--- config.mk ---
export PLATFORM = sky130hd
export DESIGN_NAME = cv32e40s_alert_receiver
export DESIGN_NICKNAME = d
export VERILOG_FILES = /design/src/rtl/cv32e40s_pkg.sv /design/src/rtl/cv32e40s_alert_leaky_cnt.sv /design/src/rtl/cv32e40s_alert_receiver.sv
export SDC_FILE = /design/constraint.sdc
export NUM_CORES = 1
export LEC_CHECK = 0
export BUFFER_PORTS_ARGS = -buffer_cell sky130_fd_sc_hd__buf_2
export CORE_ASPECT_RATIO = 0.8
export CORE_MARGIN = 8
export CORE_UTILIZATION = 47
export CTS_BUF_LIST = sky130_fd_sc_hd__clkbuf_4 sky130_fd_sc_hd__clkbuf_8
export DETAILED_ROUTE_END_ITERATION = 10
export PLACE_DENSITY = 0.66
export SYNTH_ARGS = -nofsm -noshare
export SYNTH_HDL_FRONTEND = slang
export SYNTH_SLANG_ARGS = --single-unit
--- constraint.sdc ---
create_clock -name clk -period 7.6 [get_ports clk]
set_input_delay 0.76 -clock clk [delete_from_list [all_inputs] [get_ports clk]]
set_output_delay 0.76 -clock clk [all_outputs]
set_load 0.03 [all_outputs]
--- src/rtl/cv32e40s_pkg.sv ---
// Shared types and default constants for the alert receiver slice.
// Holds the receiver FSM encoding and parameter defaults.
package cv32e40s_pkg;

  typedef enum logic [1:0] {
    ALERT_RX_IDLE      = 2'b00,
    ALERT_RX_NMI_WAIT  = 2'b01,
    ALERT_RX_RESET_REQ = 2'b10
  } alert_rx_state_e;

  localparam int unsigned ALERT_MINOR_THRESHOLD = 4;
  localparam int unsigned ALERT_LEAK_PERIOD     = 1024;
  localparam int unsigned ALERT_CNT_W           = 8;
  localparam int unsigned ALERT_NMI_TIMEOUT     = 64;

endpackage

--- src/rtl/cv32e40s_alert_leaky_cnt.sv ---
// Saturating minor-alert counter drained by a free-running leak timer.
// clear zeroes count and timer, flush zeroes only the count.
module cv32e40s_alert_leaky_cnt
  import cv32e40s_pkg::*;
#(
  parameter int unsigned CNT_W       = ALERT_CNT_W,
  parameter int unsigned LEAK_PERIOD = ALERT_LEAK_PERIOD
) (
  input  logic             clk,
  input  logic             rst,
  input  logic             inc_i,
  input  logic             clear_i,
  input  logic             flush_i,
  input  logic             freeze_i,
  output logic [CNT_W-1:0] cnt_o
);

  localparam int unsigned LW = $clog2(LEAK_PERIOD);
  localparam logic [LW-1:0] LAST = LW'(LEAK_PERIOD - 1);
  localparam logic [CNT_W-1:0] CMAX = '1;

  logic [CNT_W-1:0] cnt_q, cnt_d;
  logic [LW-1:0]    tmr_q, tmr_d;
  logic             leak;

  assign leak = (tmr_q == LAST);

  always_comb begin
    tmr_d = leak ? '0 : tmr_q + LW'(1);
    cnt_d = cnt_q;
    if (freeze_i) begin
      tmr_d = tmr_q;
    end else if (clear_i) begin
      tmr_d = '0;
      cnt_d = '0;
    end else if (flush_i) begin
      cnt_d = '0;
    end else if (inc_i && !leak) begin
      if (cnt_q != CMAX) cnt_d = cnt_q + CNT_W'(1);
    end else if (!inc_i && leak) begin
      // an increment landing on a wrap cancels the leak
      if (cnt_q != '0) cnt_d = cnt_q - CNT_W'(1);
    end
  end

  always_ff @(posedge clk) begin
    if (rst) begin
      cnt_q <= '0;
      tmr_q <= '0;
    end else begin
      cnt_q <= cnt_d;
      tmr_q <= tmr_d;
    end
  end

  assign cnt_o = cnt_q;

endmodule

--- src/rtl/cv32e40s_alert_receiver.sv ---
// Alert receiver: leaky minor-alert bucket with NMI then reset escalation.
// All outputs come straight from flops.
module cv32e40s_alert_receiver
  import cv32e40s_pkg::*;
#(
  parameter int unsigned MINOR_THRESHOLD = ALERT_MINOR_THRESHOLD,
  parameter int unsigned LEAK_PERIOD     = ALERT_LEAK_PERIOD,
  parameter int unsigned CNT_W           = ALERT_CNT_W,
  parameter int unsigned NMI_TIMEOUT     = ALERT_NMI_TIMEOUT
) (
  input  logic             clk,
  input  logic             rst,
  input  logic             alert_minor_i,
  input  logic             alert_major_i,
  input  logic             clear_i,
  input  logic             nmi_ack_i,
  output logic             nmi_req_o,
  output logic             reset_req_o,
  output logic [CNT_W-1:0] minor_cnt_o,
  output logic             escalated_o,
  output logic [1:0]       state_o
);

  localparam int unsigned NTW = $clog2(NMI_TIMEOUT + 1);
  localparam logic [CNT_W-1:0] THR = CNT_W'(MINOR_THRESHOLD);
  localparam logic [NTW-1:0] TO_LAST = NTW'(NMI_TIMEOUT - 1);

  alert_rx_state_e  state_q, state_d;
  logic [NTW-1:0]   ntmr_q, ntmr_d;
  logic             esc_q, esc_d;
  logic             nmi_q, rreq_q;
  logic             is_idle, is_wait, is_rreq;
  logic             trig, esc_cond, ack_ok;
  logic [CNT_W-1:0] cnt;

  assign is_idle  = (state_q == ALERT_RX_IDLE);
  assign is_wait  = (state_q == ALERT_RX_NMI_WAIT);
  assign is_rreq  = (state_q == ALERT_RX_RESET_REQ);
  assign trig     = alert_major_i | (cnt >= THR);
  assign esc_cond = alert_major_i | (ntmr_q == TO_LAST);
  assign ack_ok   = is_wait & nmi_ack_i & ~esc_cond;

  cv32e40s_alert_leaky_cnt #(
    .CNT_W       (CNT_W),
    .LEAK_PERIOD (LEAK_PERIOD)
  ) u_leaky_cnt (
    .clk      (clk),
    .rst      (rst),
    .inc_i    (alert_minor_i),
    .clear_i  (is_idle & clear_i),
    .flush_i  (ack_ok),
    .freeze_i (is_rreq),
    .cnt_o    (cnt)
  );

  always_comb begin
    state_d = state_q;
    ntmr_d  = ntmr_q;
    esc_d   = esc_q;
    unique case (state_q)
      ALERT_RX_IDLE: begin
        if (clear_i) esc_d = 1'b0;
        // a trigger still escalates even when clear lands with it
        if (trig) begin
          state_d = ALERT_RX_NMI_WAIT;
          ntmr_d  = '0;
          esc_d   = 1'b1;
        end
      end
      ALERT_RX_NMI_WAIT: begin
        if (esc_cond) begin
          state_d = ALERT_RX_RESET_REQ;
        end else if (nmi_ack_i) begin
          state_d = ALERT_RX_IDLE;
        end else begin
          ntmr_d = ntmr_q + NTW'(1);
        end
      end
      ALERT_RX_RESET_REQ: begin
        state_d = ALERT_RX_RESET_REQ;
      end
      default: begin
        state_d = ALERT_RX_RESET_REQ;
      end
    endcase
  end

  always_ff @(posedge clk) begin
    if (rst) begin
      state_q <= ALERT_RX_IDLE;
      ntmr_q  <= '0;
      esc_q   <= 1'b0;
      nmi_q   <= 1'b0;
      rreq_q  <= 1'b0;
    end else begin
      state_q <= state_d;
      ntmr_q  <= ntmr_d;
      esc_q   <= esc_d;
      nmi_q   <= (state_d == ALERT_RX_NMI_WAIT);
      rreq_q  <= (state_d == ALERT_RX_RESET_REQ);
    end
  end

  assign nmi_req_o   = nmi_q;
  assign reset_req_o = rreq_q;
  assign minor_cnt_o = cnt;
  assign escalated_o = esc_q;
  assign state_o     = state_q;

endmodule

=== Word level (Yosys, flattened, before mapping) ===
Cells that the tools add are included.

* Word-level logic and storage cells: 61
* Bits of input ports: 6
* Bits in registers: 30

* Reductions and logical operators: 13
* Equality and inequality tests: 11
* Multiplexer cells: 18
* Add/sub/neg operators: 4
* Order comparisons: 1
* Bitwise operators: 7

{| class="wikitable"
|+ Operators by type and width
! operator !! count
|-
| 8-bit two-way mux || 6
|-
| 7-bit two-way mux || 3
|-
| 10-bit two-way mux || 2
|-
| 7-bit case mux with 2 select lines || 1
|-
| 10-bit by 1-bit adder with 10-bit output (second input constant) || 1
|-
| 10-bit equality test (second input constant) || 1
|-
| 8-bit by 1-bit adder with 8-bit output (second input constant) || 1
|-
| 8-bit by 3-bit >= comparator with 1-bit output (second input constant) || 1
|-
| 8-bit != test (second input constant) || 1
|-
| 4-bit AND reduction || 2
|-
| 4-bit nonzero test || 2
|-
| 8-bit nonzero test || 1
|-
| 8-bit by 1-bit subtractor with 8-bit output (second input constant) || 1
|-
| 7-bit by 1-bit adder with 7-bit output (second input constant) || 1
|-
| 7-bit by 6-bit equality test with 1-bit output (second input constant) || 1
|-
| 2-bit two-way mux || 3
|-
| 2-bit by 1-bit equality test with 1-bit output (second input constant) || 2
|-
| 2-bit equality test (second input constant) || 2
|-
| 2-bit != test (second input constant) || 2
|-
| 4-bit by 3-bit != test with 1-bit output (second input constant) || 1
|-
| 2-bit case mux with 2 select lines || 1
|-
| 2-bit nonzero test || 2
|-
| 1-bit AND || 3
|-
| 1-bit logical AND || 2
|-
| other kinds (7) || 11
|}

=== Longest topological paths before layout ===
Gate-level depths: netlist (run 1).

* Word-level depth: 6
* Mapped depth: 11
* Depth with buffers taken out: 11

=== Modules after synthesis ===
Synthesis (run 1) repeated with hierarchy kept, for this count alone.

* Cell total of the unflattened synthesis: 201
* Area, all modules: 1781.7 sq um

{| class="wikitable"
|+ Modules (own cells, without submodules)
! module !! area each (sq um) !! times used !! cells each
|-
| cv32e40s_alert_leaky_cnt || 1183.6 || 1 || 139
|-
| cv32e40s_alert_receiver || 598.1 || 1 || 62
|}

=== Least setup slack after synthesis (run 1) ===
No wires, ideal clock.

* Path kind: input to register
* From: in alert_minor_i
* To: reg u_leaky_cnt.cnt_q[7], in the netlist u_leaky_cnt.cnt_o[7]
* Data arrival time: 2361 ps
* Stages: 8
* Path slack: 5165 ps
* Data required time: 7526 ps
* Buffers on the path: 0
* Cells stage by stage: nand2_1 ha_1 nand3_1 o2111ai_1 o211ai_1 xor2_1 or4_1 a31oi_1

* Longest elaborated chain between the ends: 4
* Elaborated cells between the ends (all ways): 10
* Those cells by class: eq/ne (1); mux (3); reduce/logical (6)

{| class="wikitable"
|+ Ends and longest elaborated chain
! item !! RTL line !! RTL
|-
| start: declaration || cv32e40s_alert_receiver.sv:13 || <nowiki>input logic alert_minor_i,</nowiki>
|-
| 1-bit zero test / 1-bit logical AND (equally long branches) || cv32e40s_alert_leaky_cnt.sv:40, cv32e40s_alert_leaky_cnt.sv:38 ||
|-
| 1-bit logical AND / 8-bit two-way mux (equally long branches) || cv32e40s_alert_leaky_cnt.sv:40, cv32e40s_alert_leaky_cnt.sv:38 ||
|-
| 4-bit nonzero test (no source line) / 8-bit two-way mux (equally long branches) || n/a ||
|-
| 4-bit AND reduction (no source line) / 8-bit two-way mux (equally long branches) || n/a ||
|-
| end signal: assignment || cv32e40s_alert_leaky_cnt.sv:51 || <nowiki>cnt_q <= cnt_d;</nowiki>
|-
| end: declaration || cv32e40s_alert_leaky_cnt.sv:22 || <nowiki>logic [CNT_W-1:0] cnt_q, cnt_d;</nowiki>
|}

Several ways; a longest one is shown, not always the timed one.
A chain may end at the register's enable or synchronous reset.

=== Final worst setup path (run 1) ===
* From: reg u_leaky_cnt.tmr_q[5]
* To: reg u_leaky_cnt.cnt_q[7], in the netlist u_leaky_cnt.cnt_o[7]

* Longest elaborated chain between the ends: 6
* Elaborated cells between the ends (all ways): 11
* Those cells by class: eq/ne (2); mux (3); reduce/logical (6)

{| class="wikitable"
|+ Ends and longest elaborated chain
! item !! RTL line !! RTL
|-
| start: declaration || cv32e40s_alert_leaky_cnt.sv:23 || <nowiki>logic [LW-1:0] tmr_q, tmr_d;</nowiki>
|-
| start signal: assignment || cv32e40s_alert_leaky_cnt.sv:52 || <nowiki>tmr_q <= tmr_d;</nowiki>
|-
| 10-bit equality test * || cv32e40s_alert_leaky_cnt.sv:26 || <nowiki>assign leak = (tmr_q == LAST);</nowiki>
|-
| 1-bit zero test || cv32e40s_alert_leaky_cnt.sv:38 || <nowiki>end else if (inc_i && !leak) begin</nowiki>
|-
| 1-bit logical AND || cv32e40s_alert_leaky_cnt.sv:38 ||
|-
| 8-bit two-way mux || cv32e40s_alert_leaky_cnt.sv:38 ||
|-
| 8-bit two-way mux || cv32e40s_alert_leaky_cnt.sv:36 || <nowiki>end else if (flush_i) begin</nowiki>
|-
| 8-bit two-way mux || cv32e40s_alert_leaky_cnt.sv:33 || <nowiki>end else if (clear_i) begin</nowiki>
|}

Every way passes the cells marked *; elsewhere a longest branch is shown, timed or not.

==> flow_metrics.py, run 1 <==
metrics = {
    "status": {
        "outcome": "complete, no violations",
    },
    "floorplanning": {
        "coreArea_um2": 3423,
        "die_x_um": 82.98,
        "row_count": 19,
        "ioPinCount": 19,
        "start_util": 0.4927,
        "dieArea_um2": 5773,
        "die_h_um": 69.58,
    },
    "timing": {
        "min_period_ns": 2.730,
        "period_share": 0.3592,
        "max_freq_mhz": 366.3,
        "hold_viol": 0,
        "worst_slew_pin_slew_ns": 0.6765,
        "slew_headroom": 0.5490,
        "holdWs_ns": 0.4973,
        "setup_tns_ns": 0,
        "finalMaxSlewViolations": 0,
        "rsz0062_at_grt": "false",
        "clock_skew_ns": 0.005813,
        "setup_viol": 0,
    },
    "power": {
        "p_per_area_nw_per_um2": 285.3,
        "power_frac_seq": 0.384,
        "power.switching_w": 0.0002113,
        "max-vdd-ir-drop_v": 0.0001446,
        "power_leakage_nw": 0.7610,
        "swShare": 0.3918,
        "comb_power_share": 0.371,
        "power_w": 0.0005393,
        "internal_power_w": 0.0003280,
        "p_clk_frac": 0.245,
    },
    "synthesis": {
        "synth_top_area_cell": "dfxtp_1",
        "ys_async_sr_fraction": 0,
        "synth_edf_count": 0,
        "synthDistinctLibCells": 52,
        "syn_inst": 191,
        "ys_ff_latch": 30,
        "synth_nets": 206,
        "synthTopCellsByCount": "dfxtp_1 (30), nor2_1 (19), nand2_1 (16), a21oi_1 (13), xor2_1 (10)",
        "yosys-top-cells-area": "dfxtp_1 (36%), ha_1 (5.9%), xor2_1 (5.2%)",
        "netlist_area_um2": 1687,
        "yosysMostFrequentCell": "dfxtp_1",
        "syn-mean-instance-area_um2": 8.830,
        "synthFlopType": "dfxtp_1",
        "synth.top_cell.area_share": 0.3561,
        "ys.warnings.count": 0,
        "yosysSeqAreaShare": 0.3561,
    },
    "route": {
        "totalWireLength_mm": 3.708,
        "drtAntennaViolNets": 0,
        "wl_per_cell_um": 14.66,
        "vias": 1432,
        "drt_iter0_drc": 74,
        "drc_errors": 0,
        "viasPerCell": 5.660,
        "firstDrtPassIters": 4,
    },
    "hold_path": {
        "hp-start": "ntmr_q[6]$_SDFFE_PP0P_",
        "hp-class": "flop to flop",
        "min_path_cells": 1,
        "hold_end": "ntmr_q[6]$_SDFFE_PP0P_",
    },
    "setup_path": {
        "reg2reg_depth": 10,
        "cp_max_fo": 8,
        "worstSetupPathType": "flop to flop",
        "critical_path_arrival_ns": 2.93,
        "reg2reg_from": "u_leaky_cnt.tmr_q[5]$_SDFFE_PP0P_",
        "critPathCaptureType": "flop",
        "rr_endpoint": "u_leaky_cnt.cnt_o[7]$_SDFFE_PP0P_",
        "cp-start-kind": "flop",
        "critPathRequiredTime_ns": 7.80,
        "rrSetupSlack_ns": 4.87,
    },
    "clocking": {
        "cts_inserted_buffers": 5,
        "cts_resized": 0,
        "cts_sinks": 30,
        "clkLatencyLatePin_ns": 0.28,
        "cts_root_buffer": "clkbuf_8",
        "cts_hold_buf": 0,
        "cts_setup_buffers": 0,
        "clk_pin_slew_worst_paths_ns": 0.07,
        "clk_path_buf_depth": 2,
        "cts_max_level": 2,
        "cts_tree": "yes",
    },
    "placed_design": {
        "dpl.hpwl_mm": 2.766,
        "gp_congestion": 0.8774,
        "placed_cell_area_um2": 1795,
        "port_buffers": 18,
        "dp_cells": 245,
    },
    "cells_and_area": {
        "drive_gt1_frac": 0.1706,
        "nFillCells": 326,
        "fin_area_um2": 1891,
        "instances_no_fill": 253,
        "fin_nets": 225,
        "area_growth_pct": 12.09,
        "diodes": 0,
    },
    "global_route": {
        "grt_overflow": 0,
        "grt_pass1_wl_mm": 6.161,
        "grtUsageTotal": 0.1258,
        "grt_max_degree": 23,
        "antenna_found_initial": 0,
        "grt_pass1_vias": 1347,
    },
    "job": {
        "maxCapViolCount": 0,
    },
}
power by group through the flow:
| stage | registers (W) | logic, W | clock network, W |
|---|---|---|---|
| floorplan | 0.000233 | 0.000128 | 0 |
| global placement | 0.000209 | 0.000195 | 0 |
| detailed placement | 0.000209 | 0.000200 | 0 |
| CTS | 0.000206 | 0.000202 | 0.000136 |
| global route | 0.000210 | 0.000219 | 0.000144 |
| finish | 0.000207 | 0.000200 | 0.000132 |
critical path, stage by stage, from the launching register on:
cell       delay, ns
dfxtp_1         0.39
and4_4          0.27
nand4_4         0.15
nand2_1         0.29
ha_1            0.29
a21oi_1         0.24
o2111ai_1       0.16
o211ai_1        0.15
xor2_1          0.13
or4_1           0.42
a31oi_1         0.18
metrics by stage:
stage,util,setup slack (ns)
2_1_floorplan,-,5.165
3_3_place_gp,0.5245,4.915
3_5_place_dp,0.5245,4.828
4_1_cts,0.5523,4.884
5_1_grt,0.5523,4.677
6_report,0.5523,4.870
registers in the layout, indices dropped and copies added, names as in the netlist:
signal,cells
ntmr_q,7
reset_req_o,1
state_o,2
nmi_req_o,1
u_leaky_cnt.cnt_o,8
u_leaky_cnt.tmr_q,10
escalated_o,1
worst max-delay path by stage:
stage,depth (start not counted),endpoint,from
final,10,u_leaky_cnt.cnt_o[7]$_SDFFE_PP0P_,u_leaky_cnt.tmr_q[5]$_SDFFE_PP0P_
after global routing,11,u_leaky_cnt.cnt_o[6]$_SDFFE_PP0P_,u_leaky_cnt.tmr_q[4]$_SDFFE_PP0P_
after CTS,9,u_leaky_cnt.cnt_o[7]$_SDFFE_PP0P_,u_leaky_cnt.tmr_q[4]$_SDFFE_PP0P_
after detailed placement,9,u_leaky_cnt.cnt_o[7]$_SDFFE_PP0P_,alert_minor_i
after global placement,9,u_leaky_cnt.cnt_o[7]$_SDFFE_PP0P_,alert_minor_i
after floorplan,8,u_leaky_cnt.cnt_o[7]$_SDFFE_PP0P_,alert_minor_i
cells by family (layout without fill, tap and decap cells):
group / after synthesis / count (layout) / synth area share
fa+ha+maj: 9 / 9 / 0.07122
flops: 30 / 30 / 0.3561
mux: 2 / 2 / 0.01187
buf+inv: 15 / 35 / 0.04005
xor+xnor: 14 / 14 / 0.07270
compound gates: 32 / 32 / 0.1476
simple gates: 89 / 89 / 0.3005
layer usage:
layer  global-route usage  vias to the layer above  wire length [µm]
li1                     -                      722                 -
met1               0.1555                      667              1743
met2               0.2009                       35              1754
met3              0.03756                        8               158
met4              0.04475                        0                51
met5                    0                        -                 0
cell type report:
cell class / instances / area (µm²) / area share
sequential: 30 / 600.6 / 0.3177
tap: 42 / 52.55 / 0.02780
timing repair buffer: 18 / 90.09 / 0.04765
clock buffer: 6 / 82.58 / 0.04368
multi-input combinational: 146 / 1018 / 0.5387
inverter: 9 / 33.78 / 0.01787
clock inverter: 2 / 12.51 / 0.006618
placed cells by master, fill, tap and decap left out, types with 6 or more instances in the layout:
| cell | netlist | routed |
|---|---|---|
| a21oi_1 | 13 | 13 |
| buf_2 | 2 | 18 |
| clkbuf_8 | 0 | 6 |
| dfxtp_1 | 30 | 30 |
| ha_1 | 8 | 8 |
| inv_1 | 8 | 8 |
| nand2_1 | 16 | 16 |
| nand4_1 | 8 | 8 |
| nor2_1 | 19 | 19 |
| nor2b_1 | 7 | 7 |
| xor2_1 | 10 | 10 |
Power figures use the tool's default switching activity.
==> run 2, diff against run 1 <==
--- a/config.mk
+++ b/config.mk
@@ -5,13 +5,14 @@
 export SDC_FILE = /design/constraint.sdc
 export NUM_CORES = 1
 export LEC_CHECK = 0
+export ABC_AREA = 1
 export BUFFER_PORTS_ARGS = -buffer_cell sky130_fd_sc_hd__buf_2
 export CORE_ASPECT_RATIO = 0.8
 export CORE_MARGIN = 8
 export CORE_UTILIZATION = 47
 export CTS_BUF_LIST = sky130_fd_sc_hd__clkbuf_4 sky130_fd_sc_hd__clkbuf_8
 export DETAILED_ROUTE_END_ITERATION = 10
-export PLACE_DENSITY = 0.66
+export PLACE_DENSITY = 0.68
 export SYNTH_ARGS = -nofsm -noshare
 export SYNTH_HDL_FRONTEND = slang
 export SYNTH_SLANG_ARGS = --single-unit
==> constraint.sdc (replaced) <==
create_clock -name clk -period 2.5 [get_ports clk]
set_input_delay 0.25 -clock clk [delete_from_list [all_inputs] [get_ports clk]]
set_output_delay 0.25 -clock clk [all_outputs]
set_load 0.03 [all_outputs]
==> flow_metrics.py, run 2 <==
metrics = {
    "power": {
        "power_leakage_nw": 0.9746,
        "power.switching_w": 0.0006957,
        "p_clk_frac": 0.249,
        "p_per_area_nw_per_um2": 795.5,
        "swShare": 0.4128,
        "power_frac_seq": 0.362,
        "comb_power_share": 0.389,
        "max-vdd-ir-drop_v": 0.0004355,
        "internal_power_w": 0.0009894,
    },
    "synthesis": {
        "synth_top_area_cell": "dfxtp_1",
        "syn-mean-instance-area_um2": 6.739,
        "yosysSeqAreaShare": 0.3183,
        "ys_ff_latch": 30,
        "yosys-top-cells-area": "dfxtp_1 (32%), nand2_1 (14%), nor2_1 (8.8%)",
        "synthFlopType": "dfxtp_1",
        "synth_edf_count": 0,
        "yosysMostFrequentCell": "nand2_1",
        "synthTopCellsByCount": "nand2_1 (72), nor2_1 (44), dfxtp_1 (30), inv_1 (28), a21oi_1 (23)",
        "synth.top_cell.area_share": 0.3183,
        "syn_inst": 280,
        "netlist_area_um2": 1887,
        "synthDistinctLibCells": 32,
        "ys.warnings.count": 0,
        "ys_async_sr_fraction": 0,
        "synth_nets": 295,
    },
    "global_route": {
        "antenna_found_initial": 0,
        "grtUsageTotal": 0.1553,
        "grt_pass1_wl_mm": 7.672,
        "grt_pass1_vias": 1705,
        "grt_overflow": 0,
        "grt_max_degree": 15,
    },
    "cells_and_area": {
        "drive_gt1_frac": 0.1743,
        "mostFrequentLayoutCells": "nand2_1 (72), nor2_1 (43), dfxtp_1 (30)",
        "regMostFlops": "u_leaky_cnt.tmr_q",
        "area_growth_pct": 12.27,
        "fin_nets": 318,
        "layout_commonest_cell": "nand2_1",
        "diodes": 0,
        "largest_reg_flops": 10,
    },
    "floorplanning": {
        "ioPinCount": 19,
        "die_x_um": 86.84,
        "coreArea_um2": 3829,
        "dieArea_um2": 6311,
        "die_h_um": 72.67,
        "start_util": 0.4928,
        "row_count": 20,
    },
    "route": {
        "dr_wl_met3_um": 253,
        "viasPerCell": 4.944,
        "drt_iter0_drc": 78,
        "dr_wl_met2_mm": 1.788,
        "wl_per_cell_um": 12.17,
        "drc_errors": 0,
        "wl_met1_mm": 2.282,
        "firstDrtPassIters": 4,
        "drtAntennaViolNets": 0,
        "totalWireLength_mm": 4.369,
        "vias": 1775,
        "top_layer": "met4",
    },
    "timing": {
        "period_share": 0.9060,
        "slew_headroom": 0.7122,
        "hold_viol": 0,
        "worst_slew_pin_slew_ns": 0.4312,
        "setup_viol": 0,
        "rsz0062_at_grt": "false",
        "holdWs_ns": 0.3023,
        "setup_tns_ns": 0,
        "finalMaxSlewViolations": 0,
        "max_freq_mhz": 441.5,
        "min_period_ns": 2.265,
        "clock_skew_ns": 0.005408,
    },
    "clocking": {
        "clk_path_buf_depth": 2,
        "cts_inserted_buffers": 5,
        "clkLatencyLatePin_ns": 0.29,
        "cts_sinks": 30,
        "clk_pin_slew_worst_paths_ns": 0.07,
        "cts_tree": "yes",
        "cts_max_level": 2,
        "cts_root_buffer": "clkbuf_8",
    },
    "setup_path": {
        "cp-start-kind": "flop",
        "reg2reg_from": "u_leaky_cnt.tmr_q[0]$_SDFFE_PP0P_",
        "critPathCaptureType": "flop",
        "cp_max_fo": 4,
        "path_cells": "ha_1 > nand2_1 > nor2_2 > nand3_2 > nand2_1 > ha_1 > or2_2 > nand2_1 > nor2_1 > nor2_1 > nand3_1 > nand2_1 > nor2_1 > nor2_1 > nor2_1",
        "cp-startpoint": "u_leaky_cnt.tmr_q[0]$_SDFFE_PP0P_",
        "path_buf_inv": 0,
        "critPathMostFrequentCell": "nor2_1",
        "critical_path_arrival_ns": 2.45,
        "critPathRequiredTime_ns": 2.68,
        "critPathSlowestCell": "dfxtp_1",
        "critPathTopFamily": "simple AND/OR/NAND/NOR gates",
        "worstSetupPathType": "flop to flop",
        "slowest_delay_ns": 0.38,
    },
    "placed_design": {
        "port_buffers": 18,
        "dpl.hpwl_mm": 3.317,
        "gp_congestion": 0.9317,
    },
    "hold_path": {
        "hp-class": "input pin to flop",
        "hp-start": "rst",
    },
    "status": {
        "outcome": "complete, no violations",
    },
    "job": {
        "maxCapViolCount": 0,
    },
}
run 2: cell types whose count changed in the layout (fill, tap and decap cells not counted), sizes merged, moves of 4 or more:
cell and delta:
nand3 +20, nand2 +62, inv +22, or4 -5, nand4 -4, a21oi +11
xor2 -6, nor2b -7, or3 -4, nor2 +28
run 2: final cells by class:
cell class              count  area (µm²)
flip-flops and latches     30       600.6
fillers                   397        1710
clock inverters             1       5.005
clock buffers               7       90.09
well taps                  55       68.82
repair buffers             21       112.6
multi-input cells         214        1122
inverters                  31       118.9
run 2: cells by family (layout without fill, tap and decap cells):
group | Yosys count | after routing | share of synthesized area
AND/OR/NAND/NOR | 166 | 166 | 0.4045
buffers and inverters | 36 | 60 | 0.08820
AO/OA/AOI/OAI | 33 | 33 | 0.09748
flip-flops | 30 | 30 | 0.3183
adder cells (fa/ha/maj) | 9 | 9 | 0.06366
XOR/XNOR | 6 | 6 | 0.02785
run 2: power groups by stage:
stage	combinational [W]	sequential, W	clock (W)
detailed placement	0.000651	0.000618	0
floorplan	0.000426	0.000693	0
global route	0.000739	0.000615	0.000447
finish	0.000656	0.000610	0.000420
global placement	0.000651	0.000618	0
CTS	0.000653	0.000607	0.000432
run 2: layer usage:
metal | vias to the layer above | track usage
met2 | 32 | 0.2274
met5 | - | 0
met3 | 4 | 0.04049
met1 | 789 | 0.2054
li1 | 950 | -
met4 | 0 | 0.07429
run 2: final timing paths:
path | endpoint | slack (ns) | depth (start not counted)
setup / recovery | u_leaky_cnt.cnt_o[7]$_SDFFE_PP0P_ | 0.24 | 15
hold / removal | nmi_req_o$_SDFF_PP0_ | 0.30 | 2
hold reg to reg | escalated_o$_SDFFE_PP0P_ | 0.48 | 2
setup reg to reg | u_leaky_cnt.cnt_o[7]$_SDFFE_PP0P_ | 0.24 | 15
run 2: timing repair:
| item | CTS | global route |
|---|---|---|
| setup endpoints to repair | 0 | 3 |
| buffers inserted | 0 | 0 |
| endpoints found under the hold margin | 0 | 0 |
| hold buffers | 0 | 0 |
| resized for setup | 0 | 2 |
run 2: stage by stage:
stage,utilization,setup slack (ns),total power (W),area [µm²],instances
2_1_floorplan,-,0.2256,0.001119,1887,280
3_3_place_gp,0.5278,0.2314,0.001269,2021,351
3_5_place_dp,0.5278,0.1748,0.001269,2021,351
4_1_cts,0.5526,0.1309,0.001693,2116,359
5_1_grt,0.5533,0.01766,0.001801,2118,359
6_report,0.5533,0.2350,0.001685,2118,359
==> run 3, diff against run 2 <==
--- a/config.mk
+++ b/config.mk
@@ -13,6 +13,7 @@
 export CTS_BUF_LIST = sky130_fd_sc_hd__clkbuf_4 sky130_fd_sc_hd__clkbuf_8
 export DETAILED_ROUTE_END_ITERATION = 10
 export PLACE_DENSITY = 0.68
+export SETUP_SLACK_MARGIN = 0.5
 export SYNTH_ARGS = -nofsm -noshare
 export SYNTH_HDL_FRONTEND = slang
 export SYNTH_SLANG_ARGS = --single-unit
==> flow_metrics.py, run 3 (synthesis gave the netlist of run 2 again) <==
metrics = {
    "route": {
        "viasPerCell": 4.957,
        "totalWireLength_mm": 4.491,
        "drt_iter0_drc": 120,
        "firstDrtPassIters": 4,
        "wl_per_cell_um": 12.20,
        "vias": 1824,
        "drtAntennaViolNets": 0,
        "drc_errors": 0,
    },
    "cells_and_area": {
        "diodes": 0,
        "largest_reg_flops": 10,
        "multiInputGateArea_um2": 1256,
        "fin_nets": 327,
        "area_growth_pct": 23.54,
        "drive_gt1_frac": 0.2588,
        "fin_area_um2": 2331,
        "mostFrequentLayoutCells": "nand2_1 (66), nor2_1 (42), inv_1 (27)",
        "instances_no_fill": 368,
        "regMostFlops": "u_leaky_cnt.tmr_q",
        "nFillCells": 366,
        "ff_latch_area_um2": 608.1,
        "layout_commonest_cell": "nand2_1",
    },
    "clocking": {
        "cts_max_level": 2,
        "cts_inserted_buffers": 5,
        "cts_root_buffer": "clkbuf_8",
        "clk_pin_slew_worst_paths_ns": 0.06,
        "cts_sinks": 30,
        "cts_tree": "yes",
        "clkLatencyLatePin_ns": 0.28,
        "clk_path_buf_depth": 2,
    },
    "placed_design": {
        "port_buffers": 18,
        "placed_cell_area_um2": 2071,
        "dpl.hpwl_mm": 3.183,
        "dp_cells": 349,
        "gp_congestion": 0.8957,
    },
    "global_route": {
        "grt_overflow": 0,
        "grt_pass1_vias": 1718,
        "antenna_found_initial": 0,
        "grt_max_degree": 20,
        "grtUsageTotal": 0.1537,
        "grt_pass1_wl_mm": 7.728,
    },
    "setup_path": {
        "critPathTopFamily": "simple AND/OR/NAND/NOR gates",
        "critPathSlowestCell": "dfxtp_4",
        "worstSetupPathType": "flop to flop",
        "cp-start-kind": "flop",
        "path_cells": "ha_4 > nand2_4 > nor2_4 > nand3_4 > nand2_8 > ha_4 > or2_4 > nand2_4 > nor2_1 > nor2_2 > nand3_1 > nand2_1 > nor2_1 > nor2_1 > nor2_1",
        "critPathMostFrequentCell": "nor2_1",
        "cp_max_fo": 8,
        "critPathRequiredTime_ns": 2.68,
        "slowest_delay_ns": 0.36,
        "critPathCaptureType": "flop",
        "critical_path_arrival_ns": 2.23,
        "path_buf_inv": 0,
    },
    "timing": {
        "period_share": 0.8199,
        "setup_tns_ns": 0,
        "hold_viol": 0,
        "setup_viol": 0,
        "finalMaxSlewViolations": 0,
        "min_period_ns": 2.050,
        "clock_skew_ns": 0.003767,
        "rsz0062_at_grt": "true",
        "holdWs_ns": 0.3037,
        "max_freq_mhz": 487.8,
        "slew_headroom": 0.6943,
        "worst_slew_pin_slew_ns": 0.4551,
    },
    "floorplanning": {
        "ioPinCount": 19,
        "start_util": 0.4928,
        "die_x_um": 86.84,
        "row_count": 20,
        "dieArea_um2": 6311,
        "coreArea_um2": 3829,
        "die_h_um": 72.67,
    },
    "power": {
        "max-vdd-ir-drop_v": 0.0004222,
        "power_w": 0.001785,
        "power_leakage_nw": 1.041,
        "p_per_area_nw_per_um2": 765.8,
    },
    "job": {
        "maxCapViolCount": 0,
    },
    "status": {
        "outcome": "complete, no violations",
    },
    "hold_path": {
        "hp-class": "input pin to flop",
    },
}
==> run 3: routing by layer <==
| layer | vias to the layer above | GRT usage | part of all wire |
|---|---|---|---|
| met4 | 0 | 0.06286 | 0.012 |
| met3 | 4 | 0.04049 | 0.061 |
| met1 | 818 | 0.2048 | 0.49 |
| met2 | 36 | 0.2274 | 0.44 |
| li1 | 966 | - | - |
| met5 | - | 0 | 0 |
==> run 3: worst register-to-register path, cell delays in order, from the launching register on <==
cell and delay (ns):
dfxtp_4 0.36, ha_4 0.14, nand2_4 0.06, nor2_4 0.11, nand3_4 0.11, nand2_8 0.15, ha_4 0.22, or2_4 0.25
nand2_4 0.07, nor2_1 0.05, nor2_2 0.10, nand3_1 0.08, nand2_1 0.06, nor2_1 0.04, nor2_1 0.12, nor2_1 0.05
==> run 3: final cells by class <==
| type | instances | area share |
|---|---|---|
| tap | 55 | 0.02952 |
| sequential | 30 | 0.2609 |
| multi-input combinational | 214 | 0.5389 |
| clock buffer | 7 | 0.03865 |
| clock inverter | 1 | 0.002147 |
| timing repair buffer | 30 | 0.07890 |
| inverter | 31 | 0.05099 |
==> run 3: what timing repair did <==
action / CTS / global route
hold buffers: 0 / 0
pin swaps: 8 / 2
gates resized for setup: 9 / 7
setup buffers: 6 / 5
endpoints found under the setup margin: 6 / 5
==> run 3: final timing paths <==
path | from | endpoint | slack, ns | cells past startpoint
min reg2reg | escalated_o$_SDFFE_PP0P_ | escalated_o$_SDFFE_PP0P_ | 0.47 | 2
max reg2reg | u_leaky_cnt.tmr_q[0]$_SDFFE_PP0P_ | u_leaky_cnt.cnt_o[7]$_SDFFE_PP0P_ | 0.45 | 15
max | u_leaky_cnt.tmr_q[0]$_SDFFE_PP0P_ | u_leaky_cnt.cnt_o[7]$_SDFFE_PP0P_ | 0.45 | 15
min | rst | u_leaky_cnt.cnt_o[1]$_SDFFE_PP0P_ | 0.30 | 2
==> run 3: power breakdown <==
part / total [W] / internal, W / switching (W)
clock network: 0.000410 / 0.000232 / 0.000178
logic: 0.000754 / 0.000288 / 0.000466
registers: 0.000621 / 0.000541 / 0.0000799
==> run 3: through the flow <==
stage                 util  worst slack (ns)
floorplan                -            0.5018
global placement    0.5409            0.3921
detailed placement  0.5409            0.3041
CTS                 0.5915            0.5033
global route        0.6088            0.2961
finish              0.6088            0.4502
